[config.mk]
export PLATFORM = sky130hd
export DESIGN_NAME = cic_decimator_flat
export DESIGN_NICKNAME = d
export VERILOG_FILES = /design/src/rtl/cic_decimator_if.sv /design/src/rtl/cic_decimator.sv /design/src/flat_wrapper.sv
export SDC_FILE = /design/constraint.sdc
export NUM_CORES = 1
export LEC_CHECK = 0
export BUFFER_PORTS_ARGS = -buffer_cell sky130_fd_sc_hd__buf_2
export CORE_ASPECT_RATIO = 0.8
export CORE_MARGIN = 5
export CORE_UTILIZATION = 65
export CTS_BUF_LIST = sky130_fd_sc_hd__clkbuf_8 sky130_fd_sc_hd__clkbuf_16
export DETAILED_ROUTE_END_ITERATION = 10
export HOLD_SLACK_MARGIN = 0.06
export PLACE_DENSITY = 0.83
export SYNTH_ARGS = -nofsm -noshare
export SYNTH_HDL_FRONTEND = slang
export SYNTH_SLANG_ARGS = --single-unit
[constraint.sdc]
create_clock -name clk -period 4.8 [get_ports clk]
set_input_delay 0.48 -clock clk [delete_from_list [all_inputs] [get_ports clk]]
set_output_delay 0.48 -clock clk [all_outputs]
set_load 0.01 [all_outputs]
[src/rtl/cic_decimator_if.sv]
// Sample-strobe and data bundle for the CIC decimator.
// The master drives the strobes and input samples. The slave (the filter) returns the decimated output.
interface cic_decimator_if #(
  parameter int W = 10
);
  logic                eni;
  logic                eno;
  logic signed [W-1:0] in;
  logic signed [W-1:0] out;

  modport master (output eni, output eno, output in, input out);
  modport slave  (input eni, input eno, input in, output out);
endinterface

[src/rtl/cic_decimator.sv]
// N-stage CIC decimator. The integrators advance on eni, and the combs and output advance on eno.
// The output is scaled by ATTN so that the DC gain is unity when R*M is a power of two.
module cic_decimator #(
  parameter int W = 10,
  parameter int R = 4,
  parameter int M = 2,
  parameter int N = 2
) (
  input  logic           clk,
  input  logic           rst,
  cic_decimator_if.slave bus
);
  localparam int GAIN = (R * M) ** N;
  localparam int DW   = W + $clog2(GAIN);
  localparam int ATTN = (2 ** (DW - 1)) / GAIN;
  localparam logic signed [2*DW-1:0] ATTN_W = (2*DW)'(ATTN);

  typedef logic [DW-1:0] word_t;

  word_t acc_q  [N];
  word_t acc_d  [N];
  word_t dec_q, dec_d;
  word_t dly_q  [N][M];
  word_t dly_d  [N][M];
  word_t comb_q [N];
  word_t comb_d [N];
  word_t comb_in [N];
  logic signed [2*DW-1:0] prod;
  logic [W-1:0] out_q, out_d;

  // NOTE: next-state logic uses blocking '=' in always_comb; only the always_ff below uses '<='.
  always_comb begin
    // NOTE: each _d is defaulted to its _q first, so no path leaves it unassigned and no latch is inferred.
    acc_d = acc_q;
    if (bus.eni) begin
      acc_d[0] = acc_q[0] + DW'($signed(bus.in));
      for (int k = 1; k < N; k++) acc_d[k] = acc_q[k] + acc_q[k-1];
    end
  end

  always_comb begin
    comb_in[0] = dec_q;
    for (int k = 1; k < N; k++) comb_in[k] = comb_q[k-1];
  end

  always_comb begin
    dec_d  = dec_q;
    dly_d  = dly_q;
    comb_d = comb_q;
    if (bus.eno) begin
      dec_d = acc_q[N-1];
      for (int k = 0; k < N; k++) begin
        dly_d[k][0] = comb_in[k];
        for (int i = 1; i < M; i++) dly_d[k][i] = dly_q[k][i-1];
        comb_d[k] = comb_in[k] - dly_q[k][M-1];
      end
    end
  end

  // Signed scaling by ATTN in Q1.(DW-1); arithmetic shift then keep the low W bits.
  always_comb begin
    prod  = $signed({{DW{comb_q[N-1][DW-1]}}, comb_q[N-1]}) * ATTN_W;
    out_d = out_q;
    if (bus.eno) out_d = W'(prod >>> (DW - 1));
  end

  always_ff @(posedge clk) begin
    if (rst) begin
      acc_q  <= '{default: '0};
      dec_q  <= '0;
      // NOTE: the comb delay lines are cleared like ordinary flops, because a reset must discard all sample history.
      dly_q  <= '{default: '0};
      comb_q <= '{default: '0};
      out_q  <= '0;
    end else begin
      acc_q  <= acc_d;
      dec_q  <= dec_d;
      dly_q  <= dly_d;
      comb_q <= comb_d;
      out_q  <= out_d;
    end
  end

  assign bus.out = out_q;
endmodule

[src/flat_wrapper.sv]
// flat-port wrapper written by rule: the top's interface ports become plain ports
module cic_decimator_flat 
#(
  parameter int W = 10,
  parameter int R = 4,
  parameter int M = 2,
  parameter int N = 2
)
  (clk, rst, bus_eni, bus_eno, bus_in, bus_out);
  cic_decimator_if #(.W(W)) bus_i ();
  input  logic clk;
  input  logic rst;
  input wire logic [$bits(bus_i.eni)-1:0] bus_eni;
  input wire logic [$bits(bus_i.eno)-1:0] bus_eno;
  input wire logic [$bits(bus_i.in)-1:0] bus_in;
  output wire logic [$bits(bus_i.out)-1:0] bus_out;
  assign bus_i.eni = bus_eni;
  assign bus_i.eno = bus_eno;
  assign bus_i.in = bus_in;
  assign bus_out = bus_i.out;
  cic_decimator #(.W(W), .R(R), .M(M), .N(N)) u_core (.clk(clk), .rst(rst), .bus(bus_i));
endmodule
==> results of run 1 <==
==> layout by cell type, fill, tap and decap left out, types with 15 or more instances in the layout <==
| master | count |
|---|---|
| nand2_1 | 38 |
| xnor2_1 | 24 |
| ha_1 | 59 |
| buf_2 | 21 |
| clkbuf_16 | 17 |
| nand2b_1 | 17 |
| a21o_1 | 20 |
| mux2i_1 | 117 |
| o21ai_0 | 17 |
| dfxtp_1 | 148 |
| nor2_1 | 165 |
| a21oi_1 | 35 |
| inv_1 | 41 |
| nand3_1 | 22 |
| nor3b_1 | 15 |
==> routing by layer <==
metal	global-route usage [%]	part of all wire, %	vias up
li1	-	-	3234
met1	32.45	49	2972
met2	35.62	45	155
met3	4.719	5.6	17
met4	6.763	1.1	0
met5	0	0	-
==> final timing paths <==
kind / start / to / slack, ns / cells past startpoint
hold reg to reg: u_core.comb_q[15] / u_core.bus.out[9] / 0.49 / 2
setup reg to reg: u_core.acc_q[0] / u_core.acc_q[14] / 2.13 / 9
hold / removal: bus_in[0] / u_core.acc_q[16] / 0.43 / 4
setup / recovery: u_core.acc_q[0] / u_core.acc_q[14] / 2.13 / 9
==> layout make-up <==
class                      instances  area [um2]
multi-input combinational        681        4885
fill                             895        3203
sequential                       148        2963
clock buffer                      22       494.2
tap                              171       214.0
clock inverter                    10       200.2
timing repair buffer              26       146.4
inverter                          39       146.4
==> flip-flops by register name, indices dropped and copies added, names as in the netlist <==
register and cells:
u_core.dly_q 64, u_core.comb_q 10, u_core.comb_in 16, u_core.acc_q 32, u_core.dec_q 16, u_core.bus.out 10
==> cells by family (layout without fill, tap and decap cells) <==
family	Yosys count	count (layout)	share of synthesized area (%)
flip-flops	148	148	36.20
AND/OR/NAND/NOR	310	310	18.04
adder cells (fa/ha/maj)	62	62	9.754
AO/OA/AOI/OAI	157	157	13.74
multiplexers	120	120	14.72
buffers and inverters	81	97	4.112
XOR/XNOR	32	32	3.425
==> worst register-to-register path, cell delays in order (launching register included) <==
cell	delay, ns
dfxtp_1	0.32
ha_1	0.22
fa_1	0.42
a21o_1	0.20
a21oi_1	0.30
o21ai_1	0.16
a311oi_2	0.32
o21ai_1	0.15
a2111o_1	0.43
nand3_1	0.08
==> power groups by stage <==
stage / Clock, mW / Sequential (mW) / Combinational, mW
2_1_floorplan: 0 / 1.42 / 0.697
3_3_place_gp: 0 / 1.43 / 0.834
3_5_place_dp: 0 / 1.44 / 0.851
4_1_cts: 1.56 / 1.41 / 0.870
5_1_grt: 1.62 / 1.42 / 0.976
6_report: 1.54 / 1.41 / 0.880
==> flow_summary.json, run 1 <==
{
  "outcome": "complete, no violations",
  "path_cells": "ha_1 > fa_1 > a21o_1 > a21oi_1 > o21ai_1 > a311oi_2 > o21ai_1 > a2111o_1 > nand3_1",
  "io_pins": 24,
  "cts_root_buf": "clkbuf_16",
  "cts_hold_buf": 0,
  "post-dp-hpwl_um": 10550,
  "fin_nets": 989,
  "synth_most_common_cell": "nor2_1",
  "cts_setup_buffers": 0,
  "synth-seq-cells": 148,
  "critical_path_class": "reg2reg",
  "finish.instance_area_mm2": 0.009049,
  "slew_viol_final": 0,
  "worst-path-buf-inv": 0,
  "grt_start_max_net_pins": 110,
  "ys_seq_area_share_pct": 36.20,
  "grt_overflow_total": 0,
  "die_x_um": 135.5,
  "cpPeakStageDelay_ns": 0.43,
  "port_buffers": 23,
  "clkTransAtPathRegs_ns": 0.06,
  "drt-pass1-iter-count": 7,
  "combPwrFrac_pct": 22.9,
  "synthFlopType": "dfxtp_1",
  "dieArea_mm2": 0.01495,
  "yosysUniqueCellTypes": 75,
  "hold_violations": 0,
  "crit_top_cell": "o21ai_1",
  "hold_class": "in2reg",
  "synth_async_sr_flop_share_pct": 0,
  "ys_warn_count": 0,
  "antenna_cells": 0,
  "first_iter_violations": 515,
  "cts.sinks": 148,
  "place_area_mm2": 0.008354,
  "die_h_um": 110.4,
  "postSynthAreaPerCell_um2": 8.994,
  "cts_max_level": 4,
  "cp-start-kind": "flip-flop",
  "tns_ns": 0,
  "end_kind": "flip-flop",
  "rows": 36,
  "cts_made_buffers": 17,
  "dp_slack_ns": 1.967,
  "instances_no_fill": 1097,
  "ctsLongestPathBuffers": 2,
  "initial_utilization_pct": 66.80,
  "cts_tree": "done",
  "coreArea_mm2": 0.01225,
  "clock_latency_ns": 0.42,
  "worst-endpoint-required_ns": 5.16,
  "drv_cap": 0,
  "clkPwrFrac_pct": 40.2,
  "synth_area_leaders": "dfxtp_1, mux2i_1, ha_1",
  "postCtsResizedCells": 0,
  "synth_nets": 986,
  "wl_per_cell_um": 15.01,
  "synth_area_leader_cell": "dfxtp_1",
  "seq_power_share_pct": 36.8,
  "whs_ns": 0.4328,
  "fin_skew_ns": 0.01051,
  "slew_headroom_pct": 32.31,
  "vias": 6378,
  "finalSetupViolCount": 0,
  "synth_cells": 910,
  "drive_gt1_share_pct": 8.315,
  "rsz0062_at_grt": "false",
  "setup_ws_ns": 2.134,
  "synth_edf_count": 0,
  "final_core_util_pct": 73.86,
  "synth_common_cells": "nor2_1, dfxtp_1, mux2i_1, ha_1, inv_1",
  "min_period_over_period_pct": 55.54,
  "critPathMaxFanout": 3,
  "worstPathArrival_ns": 3.03,
  "synth_area_mm2": 0.008184,
  "grt_antenna_before_repair": 0,
  "routed_wirelength_um": 16460,
  "timing.critical_path.slowest_stage_cell": "a2111o_1",
  "switching_share_pct": 28.07,
  "ant_nets": 0,
  "power.internal_mw": 2.759,
  "viasPerCell": 5.814,
  "worstMarginPinSlew_ns": 1.015,
  "placedCellCount": 1065,
  "gr-usage-all-layers_pct": 22.93,
  "power_density_mw_per_mm2": 423.9,
  "p_total_mw": 3.836,
  "synth_top_area_share_pct": 36.20,
  "irDropWorstVdd_mv": 0.2806,
  "grt_pass1_vias": 5853,
  "routabilityCongestion": 0.8783,
  "route.detailed.drc": 0,
  "grt_pass1_wl_um": 27950,
  "layout_min_cycle_time_ns": 2.666,
  "crit_family": "compound AO/OA/AOI/OAI gates",
  "p_leak_nw": 4.035,
  "area_delta_synth_final_pct": 10.56,
  "fmax_ghz": 0.3751,
  "switching_power_mw": 1.077
}
Note: power is estimated with default switching activity, not from simulation.
==> run 2, diff against run 1 <==
--- a/config.mk
+++ b/config.mk
@@ -8,11 +8,11 @@
 export BUFFER_PORTS_ARGS = -buffer_cell sky130_fd_sc_hd__buf_2
 export CORE_ASPECT_RATIO = 0.8
 export CORE_MARGIN = 5
-export CORE_UTILIZATION = 65
+export CORE_UTILIZATION = 63
 export CTS_BUF_LIST = sky130_fd_sc_hd__clkbuf_8 sky130_fd_sc_hd__clkbuf_16
 export DETAILED_ROUTE_END_ITERATION = 10
 export HOLD_SLACK_MARGIN = 0.06
-export PLACE_DENSITY = 0.83
+export PLACE_DENSITY = 0.8
 export SYNTH_ARGS = -nofsm -noshare
 export SYNTH_HDL_FRONTEND = slang
 export SYNTH_SLANG_ARGS = --single-unit
==> constraint.sdc (replaced) <==
create_clock -name clk -period 2.5 [get_ports clk]
set_input_delay 0.25 -clock clk [delete_from_list [all_inputs] [get_ports clk]]
set_output_delay 0.25 -clock clk [all_outputs]
set_load 0.01 [all_outputs]
==> run 2 against run 1 <==
  * Clock power rose by 53%
  * First-iteration DRC count fell by 26%
  * Clock skew fell by 0.0033 ns
  * Routed wire length fell by 3.6%
  * Critical endpoint is now u_core.acc_q[28]
  * Combinational power rose by 100%
  * Sequential power rose by 93%
  * Design area rose by 1.2%
  * Utilization fell by 2.2 points
  * Via count rose by 0.91%
==> flow_summary.json, run 2 (same netlist as run 1, synthesis figures left out) <==
{
  "worstMarginPinSlew_ns": 0.6409,
  "grt_pass1_wl_um": 27350,
  "wl_per_cell_um": 14.16,
  "rsz0062_at_grt": "true",
  "place_area_mm2": 0.008517,
  "cts_tree": "done",
  "clock_latency_ns": 0.42,
  "most-common-layout-cells": "nor2_1, dfxtp_1, mux2i_1",
  "critical_path_class": "reg2reg",
  "slew_headroom_pct": 57.27,
  "dp_slack_ns": -0.07546,
  "die_x_um": 137.4,
  "top_regs": "u_core.dly_q (64), u_core.acc_q (32)",
  "antenna_cells": 0,
  "finish.instance_area_mm2": 0.009158,
  "fin_nets": 1009,
  "grt_overflow_total": 0,
  "power_density_mw_per_mm2": 747.1,
  "grt_antenna_before_repair": 0,
  "io_pins": 24,
  "first_iter_violations": 380,
  "hold_class": "in2reg",
  "grt_pass1_vias": 5864,
  "regMostFlops": "u_core.dly_q",
  "routabilityCongestion": 0.9679,
  "post-dp-hpwl_um": 11030,
  "slew_viol_final": 0,
  "layout_min_cycle_time_ns": 2.416,
  "area_delta_synth_final_pct": 11.89,
  "drt-pass1-iter-count": 5,
  "finalSetupViolCount": 0,
  "die_h_um": 111.9,
  "port_buffers": 23,
  "worst-endpoint-required_ns": 2.81,
  "coreArea_mm2": 0.01278,
  "drive_gt1_share_pct": 11.63,
  "instances_no_fill": 1121,
  "critPathMaxFanout": 3,
  "irDropWorstVdd_mv": 0.5317,
  "hold_violations": 0,
  "ant_nets": 0,
  "vias": 6436,
  "p_leak_nw": 4.076,
  "outcome": "complete, no violations",
  "cp-start-kind": "flip-flop",
  "grt_start_max_net_pins": 70,
  "setup_ws_ns": 0.08378,
  "route.detailed.drc": 0,
  "gr-usage-all-layers_pct": 21.56,
  "p_total_mw": 6.842,
  "dieArea_mm2": 0.01538,
  "cts_made_buffers": 17,
  "clkTransAtPathRegs_ns": 0.06,
  "fmax_ghz": 0.4139,
  "fin_skew_ns": 0.007180,
  "rows": 37,
  "initial_utilization_pct": 64.05,
  "cts_max_level": 4,
  "ctsLongestPathBuffers": 2,
  "cts_root_buf": "clkbuf_16",
  "layout_commonest_cell": "nor2_1",
  "min_period_over_period_pct": 96.65,
  "worstPathArrival_ns": 2.73,
  "drv_cap": 0,
  "placedCellCount": 1085,
  "end_kind": "flip-flop",
  "largest_reg_flops": 64,
  "cts.sinks": 148,
  "viasPerCell": 5.741,
  "routed_wirelength_um": 15870
}
## run 2: what timing repair did
| item | 4_1_cts | 5_1_grt |
|---|---|---|
| gates resized for setup | 2 | 13 |
| hold buffers | 0 | 0 |
| endpoints found under the hold margin | 0 | 0 |
| setup endpoints to repair | 1 | 13 |
| setup buffers | 0 | 4 |
| pin swaps | 0 | 6 |
## run 2: final cells by class
type / count / area [um2]
clock inverter: 14 / 115.1
inverter: 39 / 146.4
timing repair buffer: 46 / 334.1
clock buffer: 18 / 439.2
fill: 1007 / 3620
tap: 175 / 219.0
multi-input combinational: 681 / 4940
sequential: 148 / 2964
## run 2: through the flow
step                hold WS [ns]  utilization (%)  TNS (ns)
floorplan                 0.4554                -         0
global placement          0.4674            66.66  -0.03856
detailed placement        0.4777            66.66  -0.07949
CTS                       0.1860            71.06         0
global route              0.2283            71.67  -0.08018
finish                    0.1946            71.67         0
## run 2: layer usage
metal  GRT usage, %  vias to the layer above  routed length, um
met3          5.962                       17                868
met5              0                        -                  0
met1          31.52                     3016               8061
met4          6.316                        0                174
li1               -                     3272                  -
met2          30.88                      131               6766
## run 2: critical path, cell delays in order, from the launching register on
cell and delay (ns):
dfxtp_1 0.33, ha_1 0.21, fa_2 0.38, a211oi_2 0.23, o21ai_1 0.15, a21o_1 0.18, a21o_1 0.20, a221oi_2 0.29
nor4b_1 0.09, a211o_1 0.24
## run 2: worst paths after layout
| kind | startpoint | endpoint | slack [ns] | cells past startpoint |
|---|---|---|---|---|
| worst min register to register | u_core.bus.out[1] | u_core.bus.out[1] | 0.49 | 2 |
| worst max-delay path | u_core.acc_q[16] | u_core.acc_q[28] | 0.08 | 9 |
| worst max register to register | u_core.acc_q[16] | u_core.acc_q[28] | 0.08 | 9 |
| worst min-delay path | bus_in[0] | u_core.acc_q[16] | 0.19 | 4 |
## run 2: power by group
part / leakage [nW] / switching [mW] / internal (mW)
combinational: 2.60 / 0.953 / 0.820
clock: 0.274 / 0.969 / 1.38
sequential: 1.20 / 0.153 / 2.56
total: 4.08 / 2.08 / 4.77
==> run 3, diff against run 2 <==
--- a/config.mk
+++ b/config.mk
@@ -8,11 +8,11 @@
 export BUFFER_PORTS_ARGS = -buffer_cell sky130_fd_sc_hd__buf_2
 export CORE_ASPECT_RATIO = 0.8
 export CORE_MARGIN = 5
-export CORE_UTILIZATION = 63
+export CORE_UTILIZATION = 57
 export CTS_BUF_LIST = sky130_fd_sc_hd__clkbuf_8 sky130_fd_sc_hd__clkbuf_16
 export DETAILED_ROUTE_END_ITERATION = 10
 export HOLD_SLACK_MARGIN = 0.06
-export PLACE_DENSITY = 0.8
+export PLACE_DENSITY = 0.77
 export SYNTH_ARGS = -nofsm -noshare
 export SYNTH_HDL_FRONTEND = slang
 export SYNTH_SLANG_ARGS = --single-unit
==> constraint.sdc (replaced) <==
create_clock -name clk -period 2.15 [get_ports clk]
set_input_delay 0.215 -clock clk [delete_from_list [all_inputs] [get_ports clk]]
set_output_delay 0.215 -clock clk [all_outputs]
set_load 0.01 [all_outputs]
==> run 3 against run 2 <==
  * Non-clock buffer count grew 80
  * Clock skew grew 0.0012 ns
  * Worst setup slack worse by 0.25 ns
  * Design area rose by 9.6%
  * The run now ends with setup timing left
  * First-iteration DRC count is 29% higher
  * Maximum frequency increased by 4.2%
  * Clock power up 11%
  * Count of clock-buffer cells in the layout is 3 higher
  * Largest power group unchanged
==> flow_summary.json, run 3 (same netlist as run 1, synthesis figures left out) <==
{
  "grt_pass1_vias": 6077,
  "irDropWorstVdd_mv": 0.6634,
  "initial_utilization_pct": 57.64,
  "cts_hold_buf": 0,
  "rsz0062_at_grt": "true",
  "power_density_mw_per_mm2": 829.0,
  "p_total_mw": 8.319,
  "first_iter_violations": 491,
  "setup_ws_ns": -0.1679,
  "placedCellCount": 1174,
  "route.detailed.drc": 0,
  "worstPathArrival_ns": 2.62,
  "layout_commonest_cell": "nor2_1",
  "hold_violations": 0,
  "port_buffers": 23,
  "slew_headroom_pct": 68.40,
  "io_pins": 24,
  "critical_path_class": "reg2reg",
  "final_core_util_pct": 70.67,
  "cts.sinks": 148,
  "vias": 6694,
  "coreArea_mm2": 0.01420,
  "slew_viol_final": 0,
  "worstMarginPinSlew_ns": 0.4740,
  "cp-start-kind": "flip-flop",
  "grt_pass1_wl_um": 28800,
  "instances_no_fill": 1205,
  "antenna_cells": 0,
  "wl_met1_um": 9215,
  "p_leak_nw": 4.491,
  "hold_depth": 2,
  "fin_skew_ns": 0.008359,
  "routed_wirelength_um": 17790,
  "ant_nets": 0,
  "clkTransAtPathRegs_ns": 0.06,
  "cts_tree": "done",
  "multi_input_area_mm2": 0.005225,
  "hold_class": "in2reg",
  "cts_max_level": 4,
  "route.met3.wl_um": 742,
  "gr-usage-all-layers_pct": 21.18,
  "finalSetupViolCount": 8,
  "drive_gt1_share_pct": 23.80,
  "violations": "setup timing",
  "grt_overflow_total": 0,
  "fin_nets": 1089,
  "layout_min_cycle_time_ns": 2.318,
  "area_delta_synth_final_pct": 22.61,
  "worst-endpoint-required_ns": 2.46,
  "viasPerCell": 5.555,
  "dieArea_mm2": 0.01687,
  "finish.instance_area_mm2": 0.01003,
  "largest_reg_flops": 64,
  "rows": 39,
  "die_h_um": 117.2,
  "post-dp-hpwl_um": 12190,
  "top_layer_used": "met4",
  "r2r_cells": 9,
  "outcome": "finished, violations left",
  "cts_made_buffers": 17,
  "regMostFlops": "u_core.dly_q",
  "grt_start_max_net_pins": 93,
  "grt_antenna_before_repair": 0,
  "end_kind": "flip-flop",
  "top_regs": "u_core.dly_q (64), u_core.acc_q (32)",
  "drv_cap": 0,
  "min_period_over_period_pct": 107.8,
  "drt-pass1-iter-count": 5,
  "clock_latency_ns": 0.43,
  "tns_ns": -0.6670,
  "most-common-layout-cells": "nor2_1, dfxtp_1, mux2i_1",
  "wl_met2_um": 7635,
  "wl_per_cell_um": 14.76,
  "fillers": 1098,
  "register_area_mm2": 0.002994,
  "ctsLongestPathBuffers": 2,
  "place_area_mm2": 0.009169,
  "critPathMaxFanout": 3,
  "fmax_ghz": 0.4314,
  "die_x_um": 144.0,
  "routabilityCongestion": 0.8501,
  "cts_root_buf": "clkbuf_16"
}
## run 3: path summary, 6_finish.rpt
kind / from / to / slack, ns
worst min-delay path: rst / u_core.bus.out[6] / 0.19
worst min register to register: u_core.bus.out[5] / u_core.bus.out[5] / 0.49
worst max register to register: u_core.acc_q[16] / u_core.acc_q[28] / -0.17
worst max-delay path: u_core.acc_q[16] / u_core.acc_q[28] / -0.17
## run 3: repair_timing
| item | CTS | global route |
|---|---|---|
| gates resized for setup | 27 | 57 |
| setup buffers | 3 | 2 |
| endpoints found under the setup margin | 19 | 24 |
| pin swaps | 18 | 23 |
## run 3: area by class of cell
cell class	count	share of cell area (%)
Clock buffer	21	4.788
Clock inverter	6	0.3242
Inverter	39	1.459
Multi-Input combinational cell	681	52.07
Sequential cell	148	29.84
Tap cell	184	2.294
Timing Repair Buffer	126	9.227
## run 3: worst max-delay path: stages (launching register included)
cell and delay, ns:
dfxtp_4 0.36, ha_4 0.16, fa_2 0.38, a211oi_2 0.25, o21ai_2 0.10, a21o_1 0.17, a21o_1 0.17, a221oi_2 0.27
nor4b_1 0.08, a211o_1 0.24
## run 3: power breakdown
group | switching (mW) | internal, mW
Combinational | 1.27 | 1.25
Clock | 1.06 | 1.55
Sequential | 0.190 | 2.99
## run 3: through the flow
stage | worst slack [ns] | hold WS (ns)
floorplan | -0.06533 | 0.4554
global placement | -0.1550 | 0.4665
detailed placement | -0.2212 | 0.4748
CTS | -0.1981 | 0.1688
global route | -0.2763 | 0.1878
finish | -0.1679 | 0.1870
## run 3: routing by layer
metal / up-vias / track usage, %
met5: - / 0
met4: 0 / 6.713
met3: 15 / 4.752
met2: 126 / 30.69
met1: 3135 / 31.32
li1: 3418 / -
